[config.mk]
export PLATFORM = sky130hd
export DESIGN_NAME = rr_multi_select_unit_flat
export DESIGN_NICKNAME = d
export VERILOG_FILES = /design/src/rtl/rr_multi_select_unit_if.sv /design/src/rtl/rr_multi_select_unit.sv /design/src/flat_wrapper.sv
export SDC_FILE = /design/constraint.sdc
export NUM_CORES = 1
export LEC_CHECK = 0
export ABC_AREA = 1
export ABC_CLOCK_PERIOD_IN_PS = 5350
export CAP_MARGIN = 20
export CORE_ASPECT_RATIO = 0.75
export CORE_UTILIZATION = 51
export CTS_CLUSTER_SIZE = 20
export DETAILED_ROUTE_END_ITERATION = 8
export PLACE_DENSITY = 0.78
export SLEW_MARGIN = 25
export SYNTH_ARGS = -nofsm -noshare
export SYNTH_HDL_FRONTEND = slang
export SYNTH_SLANG_ARGS = --single-unit
[constraint.sdc]
create_clock -name i_clk -period 5.35 [get_ports i_clk]
set_input_delay 0.535 -clock i_clk [delete_from_list [all_inputs] [get_ports i_clk]]
set_output_delay 0.535 -clock i_clk [all_outputs]
set_load 0.02 [all_outputs]
[src/rtl/rr_multi_select_unit_if.sv]
// Request/grant bundle for rr_multi_select_unit.
// The master side drives requests and the handshake, and the slave side returns grants.
interface rr_multi_select_unit_if #(
    parameter int REQ_NUM = 8,
    parameter int ACK_SEL = 3,
    parameter int GNT_NUM = 2
);
    logic [REQ_NUM-1:0]         i_req;
    logic                       i_ack_rdy;
    logic                       i_flush;
    logic [GNT_NUM-1:0]         o_ack_vld;
    logic [GNT_NUM*ACK_SEL-1:0] o_ack;
    logic [REQ_NUM-1:0]         o_gnt_mask;
    logic [ACK_SEL-1:0]         o_ptr;

    modport master (
        output i_req, i_ack_rdy, i_flush,
        input  o_ack_vld, o_ack, o_gnt_mask, o_ptr
    );

    modport slave (
        input  i_req, i_ack_rdy, i_flush,
        output o_ack_vld, o_ack, o_gnt_mask, o_ptr
    );
endinterface

[src/rtl/rr_multi_select_unit.sv]
// Multi-grant selector that picks up to GNT_NUM requesters in rotating-priority or
// fixed-priority order, with a round-robin pointer that advances on the consumer handshake.
module rr_multi_select_unit #(
    parameter int REQ_NUM = 8,
    parameter int ACK_SEL = 3,
    parameter int GNT_NUM = 2,
    parameter int MODE    = 1
) (
    input  logic                  i_clk,
    input  logic                  i_rst_n,
    rr_multi_select_unit_if.slave bus
);
    localparam logic [ACK_SEL:0] REQ_LIM = (ACK_SEL+1)'(REQ_NUM);
    localparam int unsigned      GNT_LIM = GNT_NUM;

    logic [ACK_SEL-1:0]         ptr;
    logic [ACK_SEL-1:0]         ptr_nxt;
    logic [ACK_SEL-1:0]         last_idx;
    logic [ACK_SEL:0]           idx_sum;
    logic [ACK_SEL:0]           last_inc;
    logic [2*REQ_NUM-1:0]       req_dbl;
    logic [2*REQ_NUM-1:0]       gnt_dbl;
    logic [REQ_NUM-1:0]         req_rot;
    logic [REQ_NUM-1:0]         gnt_rot;
    logic [GNT_NUM-1:0]         ack_vld;
    logic [GNT_NUM*ACK_SEL-1:0] ack;
    int unsigned                cnt;

    // Rotate requests so that position 0 is the current pointer, then take the
    // first GNT_NUM set bits in ascending rotated order.
    always_comb begin
        req_dbl  = {bus.i_req, bus.i_req} >> ptr;
        req_rot  = req_dbl[REQ_NUM-1:0];
        gnt_rot  = '0;
        ack_vld  = '0;
        ack      = '0;
        last_idx = '0;
        idx_sum  = '0;
        cnt      = 0;
        for (int unsigned o = 0; o < REQ_NUM; o++) begin
            idx_sum = {1'b0, ptr} + (ACK_SEL+1)'(o);
            if (idx_sum >= REQ_LIM) begin
                idx_sum = idx_sum - REQ_LIM;
            end
            if (req_rot[o] && (cnt < GNT_LIM)) begin
                gnt_rot[o] = 1'b1;
                for (int unsigned k = 0; k < GNT_NUM; k++) begin
                    if (k == cnt) begin
                        ack_vld[k]                 = 1'b1;
                        ack[k*ACK_SEL +: ACK_SEL]  = idx_sum[ACK_SEL-1:0];
                    end
                end
                last_idx = idx_sum[ACK_SEL-1:0];
                cnt      = cnt + 1;
            end
        end
    end

    // Rotate the grant mask back into absolute requester positions.
    always_comb begin
        gnt_dbl = {gnt_rot, gnt_rot} << ptr;
    end

    always_comb begin
        last_inc = {1'b0, last_idx} + (ACK_SEL+1)'(1);
        if (last_inc == REQ_LIM) begin
            ptr_nxt = '0;
        end else begin
            ptr_nxt = last_inc[ACK_SEL-1:0];
        end
    end

    always_ff @(posedge i_clk or negedge i_rst_n) begin
        if (!i_rst_n) begin
            ptr <= '0;
        end else if (MODE == 0) begin
            ptr <= '0;
        end else if (bus.i_flush) begin
            ptr <= '0;
        end else if (bus.i_ack_rdy && ack_vld[0]) begin
            ptr <= ptr_nxt;
        end
    end

    assign bus.o_ack_vld  = ack_vld;
    assign bus.o_ack      = ack;
    assign bus.o_gnt_mask = gnt_dbl[2*REQ_NUM-1:REQ_NUM];
    assign bus.o_ptr      = ptr;
endmodule

[src/flat_wrapper.sv]
// flat-port wrapper written by rule: the top's interface ports become plain ports
module rr_multi_select_unit_flat 
#(
    parameter int REQ_NUM = 8,
    parameter int ACK_SEL = 3,
    parameter int GNT_NUM = 2,
    parameter int MODE    = 1
)
  (i_clk, i_rst_n, bus_i_req, bus_i_ack_rdy, bus_i_flush, bus_o_ack_vld, bus_o_ack, bus_o_gnt_mask, bus_o_ptr);
  rr_multi_select_unit_if #(.REQ_NUM(REQ_NUM), .ACK_SEL(ACK_SEL), .GNT_NUM(GNT_NUM)) bus_i ();
  input  logic i_clk;
  input  logic i_rst_n;
  input wire logic [$bits(bus_i.i_req)-1:0] bus_i_req;
  input wire logic [$bits(bus_i.i_ack_rdy)-1:0] bus_i_ack_rdy;
  input wire logic [$bits(bus_i.i_flush)-1:0] bus_i_flush;
  output wire logic [$bits(bus_i.o_ack_vld)-1:0] bus_o_ack_vld;
  output wire logic [$bits(bus_i.o_ack)-1:0] bus_o_ack;
  output wire logic [$bits(bus_i.o_gnt_mask)-1:0] bus_o_gnt_mask;
  output wire logic [$bits(bus_i.o_ptr)-1:0] bus_o_ptr;
  assign bus_i.i_req = bus_i_req;
  assign bus_i.i_ack_rdy = bus_i_ack_rdy;
  assign bus_i.i_flush = bus_i_flush;
  assign bus_o_ack_vld = bus_i.o_ack_vld;
  assign bus_o_ack = bus_i.o_ack;
  assign bus_o_gnt_mask = bus_i.o_gnt_mask;
  assign bus_o_ptr = bus_i.o_ptr;
  rr_multi_select_unit #(.REQ_NUM(REQ_NUM), .ACK_SEL(ACK_SEL), .GNT_NUM(GNT_NUM), .MODE(MODE)) u_core (.i_clk(i_clk), .i_rst_n(i_rst_n), .bus(bus_i));
endmodule
[Yosys cells after proc, flatten, opt, wreduce, memory -nomap -nowiden]
Cells that the tools add are included.
Cells by class
  multiplexer cells: 76
  shift operators: 2
  $lt $le $gt $ge: 15
  equality and inequality tests: 8
  $add $sub $neg: 22
  reductions and logical operators: 16
Operator list (number)
  32-bit zero test: 7
  1-bit by 32-bit == test with 1-bit output (first input constant): 6
  32-bit by 2-bit < comparator with 1-bit output (second input constant): 6
  32-bit 2-to-1 mux: 6
  32-bit by 1-bit adder with 32-bit output (second input constant): 5
  3-bit 2-to-1 mux: 33
  6-bit 2-to-1 mux: 7
  4-bit >= comparator (second input constant): 7
  3-bit by 1-bit subtractor with 3-bit output (second input constant): 8
  1-bit 2-to-1 mux: 23
  3-bit by 3-bit adder with 4-bit output (second input constant): 4
  16-bit by 3-bit << shifter with 16-bit output: 1
  16-bit by 3-bit right shift with 8-bit output: 1
  2-bit 2-to-1 mux: 7
  3-bit by 1-bit adder with 4-bit output (second input constant): 2
  3-bit by 2-bit adder with 4-bit output (second input constant): 2
  1-bit logical AND: 8
  4-bit == test (second input constant): 1
  3-bit by 4-bit >= comparator with 1-bit output (second input constant): 1
  1-bit by 1-bit adder with 2-bit output (second input constant): 1
  1-bit by 2-bit < comparator with 1-bit output (second input constant): 1
  2-bit nonzero test: 1
  1-bit == test (first input constant): 1
Storage, ports and cells
  flip-flop bits (word level): 3
  input port bits: 12

[Longest topological paths before layout]
Gate-level depths: netlist of run 1.
  word-level depth: 28
  gate-level depth with buffers: 42
  gate-level depth less buffers: 41

[Worst setup path before layout of run 1]
No wires, ideal clock.
  path type: flip-flop to output port
  start: reg u_core.ptr[0] (netlist: u_core.bus.o_ptr[0])
  end: out bus_o_gnt_mask[2]
  data required time: 4.815 ns
  arrival: 5.630 ns
  path slack: -0.815 ns
  stages on the path, launching flop included: 37
  cells stage by stage: dfrtp_1 -> inv_2 -> buf_6 -> nand2_1 -> nand3_1 -> and2_4 -> nand2_1 -> nand2_1 -> ha_1 -> inv_1 -> nand2_1 -> inv_1 -> fa_1 -> ha_1 -> nand2_1 -> nand2_2 -> ha_1 -> inv_1 -> nand2_2 -> nand3_4 -> inv_2 -> ha_1 -> inv_1 -> nand2_1 -> nand2_4 -> clkinv_4 -> ha_1 -> inv_1 -> o21ai_0 -> inv_1 -> nor2_1 -> inv_1 -> nor2_8 -> nand2_1 -> o21ai_1 -> o21ai_1 -> o21ai_0
Between the ends
  word-level cells in the longest chain between the ends: 24
Ends and longest elaborated chain
  start: declaration: line rr_multi_select_unit.sv:16  | logic [ACK_SEL-1:0] ptr;
  start signal: assignment: line rr_multi_select_unit.sv:81  | ptr <= ptr_nxt;
  16-bit by 3-bit right shift with 8-bit output: line rr_multi_select_unit.sv:32  | req_dbl = {bus.i_req, bus.i_req} >> ptr;
  1-bit 2-to-1 mux: line rr_multi_select_unit.sv:45  | if (req_rot[o] && (cnt < GNT_LIM)) begin
  1-bit by 2-bit < comparator with 1-bit output: line rr_multi_select_unit.sv:45
  1-bit logical AND: line rr_multi_select_unit.sv:45
  32-bit 2-to-1 mux: line rr_multi_select_unit.sv:45
  32-bit by 2-bit < comparator with 1-bit output: line rr_multi_select_unit.sv:45
  1-bit logical AND: line rr_multi_select_unit.sv:45
  32-bit 2-to-1 mux: line rr_multi_select_unit.sv:45
  (+8 left out)
  32-bit 2-to-1 mux: line rr_multi_select_unit.sv:45
  32-bit by 2-bit < comparator with 1-bit output: line rr_multi_select_unit.sv:45
  1-bit logical AND: line rr_multi_select_unit.sv:45
  32-bit 2-to-1 mux: line rr_multi_select_unit.sv:45
  32-bit by 2-bit < comparator with 1-bit output: line rr_multi_select_unit.sv:45
  1-bit logical AND: line rr_multi_select_unit.sv:45
  1-bit 2-to-1 mux: line rr_multi_select_unit.sv:45
  16-bit by 3-bit << shifter with 16-bit output *: line rr_multi_select_unit.sv:61  | gnt_dbl = {gnt_rot, gnt_rot} << ptr;
  end: declaration: line flat_wrapper.sv:18  | output wire logic [$bits(bus_i.o_gnt_mask)-1:0] bus_o_gnt_mask;
Mark *: on every way between the ends. The rest lies on a longest branch, timed or not.

[Worst setup path in the final report of run 1]
  start: in bus_i_req[7]
  end: out bus_o_ack[1]
Between the ends
  word-level cells in the longest chain between the ends: 23
Ends and longest elaborated chain
  start: declaration: line flat_wrapper.sv:13  | input wire logic [$bits(bus_i.i_req)-1:0] bus_i_req;
  16-bit by 3-bit right shift with 8-bit output *: line rr_multi_select_unit.sv:32
  1-bit 2-to-1 mux: line rr_multi_select_unit.sv:45
  1-bit by 2-bit < comparator with 1-bit output: line rr_multi_select_unit.sv:45
  1-bit logical AND: line rr_multi_select_unit.sv:45
  32-bit 2-to-1 mux: line rr_multi_select_unit.sv:45
  32-bit by 2-bit < comparator with 1-bit output: line rr_multi_select_unit.sv:45
  1-bit logical AND: line rr_multi_select_unit.sv:45
  32-bit 2-to-1 mux: line rr_multi_select_unit.sv:45
  (+7 left out)
  1-bit logical AND: line rr_multi_select_unit.sv:45
  32-bit 2-to-1 mux: line rr_multi_select_unit.sv:45
  32-bit by 2-bit < comparator with 1-bit output: line rr_multi_select_unit.sv:45
  1-bit logical AND: line rr_multi_select_unit.sv:45
  32-bit 2-to-1 mux: line rr_multi_select_unit.sv:45
  32-bit by 2-bit < comparator with 1-bit output or 32-bit zero test (tied branches): line rr_multi_select_unit.sv:45, rr_multi_select_unit.sv:48
  1-bit logical AND or 3-bit 2-to-1 mux (tied branches): line rr_multi_select_unit.sv:45, rr_multi_select_unit.sv:48
  6-bit 2-to-1 mux *: line rr_multi_select_unit.sv:45
  end: declaration: line flat_wrapper.sv:17  | output wire logic [$bits(bus_i.o_ack)-1:0] bus_o_ack;
Marked as above.

==> impl_metrics.ini, run 1 <==
[drt]
routed_wl_um = 8240
drt-initial-drc-count = 380
viasPerCell = 5.60
vias = 3067
dr.pass1.iters = 5
drc = 0
drt.antenna.violating_nets = 0
wl_per_cell_um = 15.0

[setup_path]
cp-endpoint = bus_o_ack[1]
reg2reg_to = u_core.bus.o_ptr[2]
ff2ff_path_depth = 40
start_kind = input pin
critPathKind = input pin to primary output
crit_fanout = 6
slowest_delay_ns = 0.62
crit_required_ns = 4.82
critical_path.startpoint = bus_i_req[7]
r2r_slack_ns = 0.41
arrival_ns = 4.79
reg2reg_from = u_core.bus.o_ptr[0]
cp_slowest_cell = fa_2
crit_path_end_kind = primary output

[global_routing]
grt_pass1_wl_um = 12700
grt_max_degree = 23
grt_use_total_pct = 35.1
grt_antenna_before_repair = 0
first_global_vias = 2710
overflow = 0

[clocking]
clk_pin_slew_ns = 0.03
htree_levels = 1
cts_tree = built
clkSinkCount = 3
clockBufferDepth = 2
cts-root-buf = clkbuf_8
ctsHoldBuffers = 0
insertion_delay_ns = 0.22
numCtsBuffers = 3

[timing]
tightestPinTransition_ns = 0.590
setup_viol = 0
hold_slack_ns = 0.494
slew_headroom_pct = 60.4
hold_viol_final = 0
fin_crit_ns = 5.32
final-max-slew-violation-count = 0
skew_ns = 0.00115
max_freq_mhz = 188
period_share_pct = 99.5
rsz0062_at_grt = true

[placed_design]
gp_congestion = 0.978
port_buffers = 30
place.detailed.hpwl_um = 5940

[job]
drv_cap = 0

[yosys]
synth.net_count = 414
synthTopCellsByArea = nand2_1 23%, nand3_1 12%, ha_1 9.6%, inv_1 6.8%, o21ai_0 6.3%
synth_top_area_share_pct = 22.7
syn_area_um2 = 2220
yosysWarnings = 0
syn_inst = 384
synth_seq_cells = 3
ys_types = 38
syn_area_per_cell_um2 = 5.77
ys_seq_area_share_pct = 3.39
synth_top_area_cell = nand2_1

[cells_and_area]
multi_input_area_um2 = 2100
largest_reg_flops = 3
final_layout_size_suffix_gt1_share_pct = 40.8
fill_cells = 288
fin_nets = 524
n_antenna_cell = 0
seqCellArea_um2 = 77.6
area_growth_pct = 53.6

[floorplan]
initial_core_util_pct = 54.0
dieHeight_um = 59.1
core-area_um2 = 4100
fp.dieW_um = 78.1
dieArea_um2 = 4620
placementRows = 20
io_pins = 31

[run_status]
status = finished clean

[min_path]
hold_path_class = input pin to asynchronous set/reset pin
[cell usage in the layout (no fill, tap or decap), types with 7 or more instances in the layout]
| cell type | n |
|---|---|
| inv_1 | 34 |
| nand2_2 | 26 |
| nor2_1 | 11 |
| nand2_1 | 118 |
| buf_4 | 89 |
| nand2_4 | 16 |
| dlygate4sd2_1 | 8 |
| ha_1 | 12 |
| o21ai_1 | 7 |
| nand3_2 | 15 |
| o21ai_0 | 22 |
| nand3_1 | 42 |
| o211ai_1 | 16 |
[area by class of cell]
class,instances,share of cell area [%]
Sequential cell,3,2.28
Inverter,46,5.59
Clock buffer,4,1.32
Multi-Input combinational cell,323,61.7
Timing Repair Buffer,116,26.9
Tap cell,55,2.02
Timing Repair inverter,1,0.147
[Yosys cell counts (all sizes together)]
master   instances
a21oi            3
a31oi            2
and2             1
buf              6
clkbuf           6
clkinv           2
dfrtp            3
fa               1
ha              17
inv             44
mux2i            1
nand2          160
nand3           61
nand3b           1
nand4            5
nor2            15
nor3             1
o2111ai          1
o211ai          16
o21ai           33
o221ai           1
o22ai            1
xnor2            1
xor2             2
[routing by layer]
metal	up-vias	track usage, %	wire [um]
met5	-	0	0
li1	1484	-	-
met1	1374	47.3	3450
met3	32	5.54	814
met4	0	6.35	250
met2	177	60.2	3720
[logic make-up (layout without fill, tap and decap cells)]
family / after synthesis / count (layout) / share of synthesized area (%)
adders and majority gates: 18 / 18 / 10.5
buffers and inverters: 58 / 167 / 11.2
DFF: 3 / 3 / 3.39
AOI/OAI and AO/OA: 57 / 57 / 15.4
and+or+nand+nor: 244 / 244 / 57.9
xor gates and xnor gates: 3 / 3 / 1.19
muxes: 1 / 1 / 0.452
[what timing repair did]
action | CTS | global route
endpoints found under the setup margin | 16 | 16
buffers inserted | 12 | 6
pin swaps | 16 | 17
gates cloned | 0 | 1
gates resized for setup | 93 | 29
[metrics by stage]
stage	area, um^2	setup TNS [ns]	setup WS (ns)	util [%]	instances
floorplan	2300	0	0.00837	-	384
global placement	3120	-9.71	-0.659	75.9	525
detailed placement	3120	-11.34	-0.748	75.9	525
CTS	3260	0	0.00663	79.5	541
global route	3400	-1.94	-0.203	83.0	548
finish	3400	0	0.0278	83.0	548
[worst max-delay path: cells and delay by family]
family,cells,cell delay [ns]
AND/OR/NAND/NOR,15,1.25
buffers and inverters,12,1.01
adder cells (fa/ha/maj),6,1.69
AO/OA/AOI/OAI,3,0.32
[worst min path at each step]
stage / startpoint / end / slack (ns) / cells past startpoint
floorplan: i_rst_n / u_core.bus.o_ptr[0] / 0.24 / 0
global placement: i_rst_n / u_core.bus.o_ptr[2] / 0.73 / 1
detailed placement: i_rst_n / u_core.bus.o_ptr[2] / 0.73 / 1
CTS: i_rst_n / u_core.bus.o_ptr[2] / 0.50 / 1
global route: i_rst_n / u_core.bus.o_ptr[0] / 0.51 / 1
finish: i_rst_n / u_core.bus.o_ptr[0] / 0.49 / 1
Power of run 1 is left out: the tool's default activity adds up to more than one toggle a clock period on the data nets, which glitch-free logic cannot reach.
==> run 2, diff against run 1 <==
--- a/config.mk
+++ b/config.mk
@@ -12,6 +12,7 @@
 export CORE_UTILIZATION = 51
 export CTS_CLUSTER_SIZE = 20
 export DETAILED_ROUTE_END_ITERATION = 8
+export GPL_TIMING_DRIVEN = 0
 export PLACE_DENSITY = 0.78
 export SLEW_MARGIN = 25
 export SYNTH_ARGS = -nofsm -noshare
==> impl_metrics.ini, run 2 (same netlist as run 1, synthesis figures left out) <==
[min_path]
hold_path_class = input pin to asynchronous set/reset pin

[setup_path]
cp_slowest_cell = fa_2
cp.depth = 37
r2r_slack_ns = 0.04
cpLargestDelayFamily = adder cells
crit_fanout = 6
crit_buf_inv = 13
start_kind = flop
ff2ff_path_depth = 45
arrival_ns = 4.88
reg2reg_from = u_core.bus.o_ptr[0]
crit_required_ns = 4.82
critPathKind = flop to primary output
crit_path_end_kind = primary output
path_common_cell = nand2_4
reg2reg_to = u_core.bus.o_ptr[2]
slowest_delay_ns = 0.58

[global_routing]
use_met2_pct = 66.3
grt_use_total_pct = 39.1
grt.met1_usage_pct = 51.2
grt.busiest_layer = met2
met3_usage_pct = 3.23
first_global_vias = 2900
overflow = 0
grt_max_degree = 12
grt_pass1_wl_um = 13900
grt_antenna_before_repair = 0

[run_status]
status = complete, but fails checks
violations = setup timing

[cells_and_area]
final_common_cell = nand2_1
area_growth_pct = 53.1
n_antenna_cell = 0
final_layout_size_suffix_gt1_share_pct = 41.7
final_cell_mix = 110 x nand2_1, 60 x buf_4, 40 x nand3_1
fin_nets = 506
largest_reg_flops = 3

[drt]
drt.antenna.violating_nets = 0
routed_wl_um = 9260
drc = 0
wl_per_cell_um = 17.5
viasPerCell = 6.17
vias = 3268
dr.pass1.iters = 8
drt-initial-drc-count = 459

[floorplan]
placementRows = 20
initial_core_util_pct = 54.0
fp.dieW_um = 78.1
dieHeight_um = 59.1
io_pins = 31
core-area_um2 = 4100
dieArea_um2 = 4620

[timing]
finalSetupTns_ns = -0.418
fin_crit_ns = 5.42
final-max-slew-violation-count = 0
fin_ws_ns = -0.0673
skew_ns = 0.00532
slew_headroom_pct = 57.4
hold_viol_final = 0
tightestPinTransition_ns = 0.635
period_share_pct = 101
setup_viol = 10
max_freq_mhz = 185
rsz0062_at_grt = true

[clocking]
numCtsBuffers = 3
htree_levels = 1
ctsHoldBuffers = 0
clockBufferDepth = 2
insertion_delay_ns = 0.23
cts_tree = built
cts-root-buf = clkbuf_8
clk_pin_slew_ns = 0.03
clkSinkCount = 3

[job]
drv_cap = 0

[placed_design]
gp_congestion = 0.910
port_buffers = 30
place.detailed.hpwl_um = 5370
==> run 2: layer usage <==
layer | part of all wire (%) | wire length, um | up-vias
met1 | 38 | 3530 | 1479
met3 | 11 | 1020 | 78
met5 | 0 | 0 | -
met2 | 45 | 4190 | 255
met4 | 5.6 | 518 | 0
li1 | - | - | 1456
==> run 2: how the worst max path moves through the flow <==
| stage | from | endpoint | slack, ns |
|---|---|---|---|
| global placement | bus_i_req[6] | bus_o_gnt_mask[4] | -1.22 |
| floorplan | u_core.bus.o_ptr[0] | bus_o_gnt_mask[2] | 0.008 |
| CTS | u_core.bus.o_ptr[0] | bus_o_gnt_mask[0] | -0.08 |
| detailed placement | bus_i_req[5] | bus_o_gnt_mask[0] | -1.36 |
| global route | u_core.bus.o_ptr[0] | bus_o_gnt_mask[1] | -0.26 |
| finish | u_core.bus.o_ptr[0] | bus_o_ack[1] | -0.07 |
==> run 2: timing repair <==
item                       in CTS  in global routing
gates resized for setup       121                 47
setup buffers                  44                 14
pin swaps                      32                 25
setup endpoints to repair      19                 18
hold endpoints to repair        0                  0
cloned                          0                  0
==> run 2: metrics by stage <==
step / area (um^2) / setup WS (ns) / std cells / utilization, % / hold WS [ns]
finish: 3390 / -0.0673 / 530 / 82.7 / 0.499
detailed placement: 2670 / -1.36 / 469 / 65.0 / 0.733
CTS: 3180 / -0.0791 / 516 / 77.5 / 0.496
global placement: 2670 / -1.22 / 469 / 65.0 / 0.724
floorplan: 2300 / 0.00837 / 384 / - / 0.239
global route: 3390 / -0.257 / 530 / 82.7 / 0.503
==> run 2: cell type report <==
class | instances | area [um^2]
Fill cell | 285 | 712
Buffer | 11 | 71.3
Inverter | 46 | 193
Multi-Input combinational cell | 323 | 2210
Clock buffer | 4 | 45.0
Timing Repair Buffer | 88 | 721
Sequential cell | 3 | 78.8
Tap cell | 55 | 68.8
Power of run 2 is left out for the same reason.
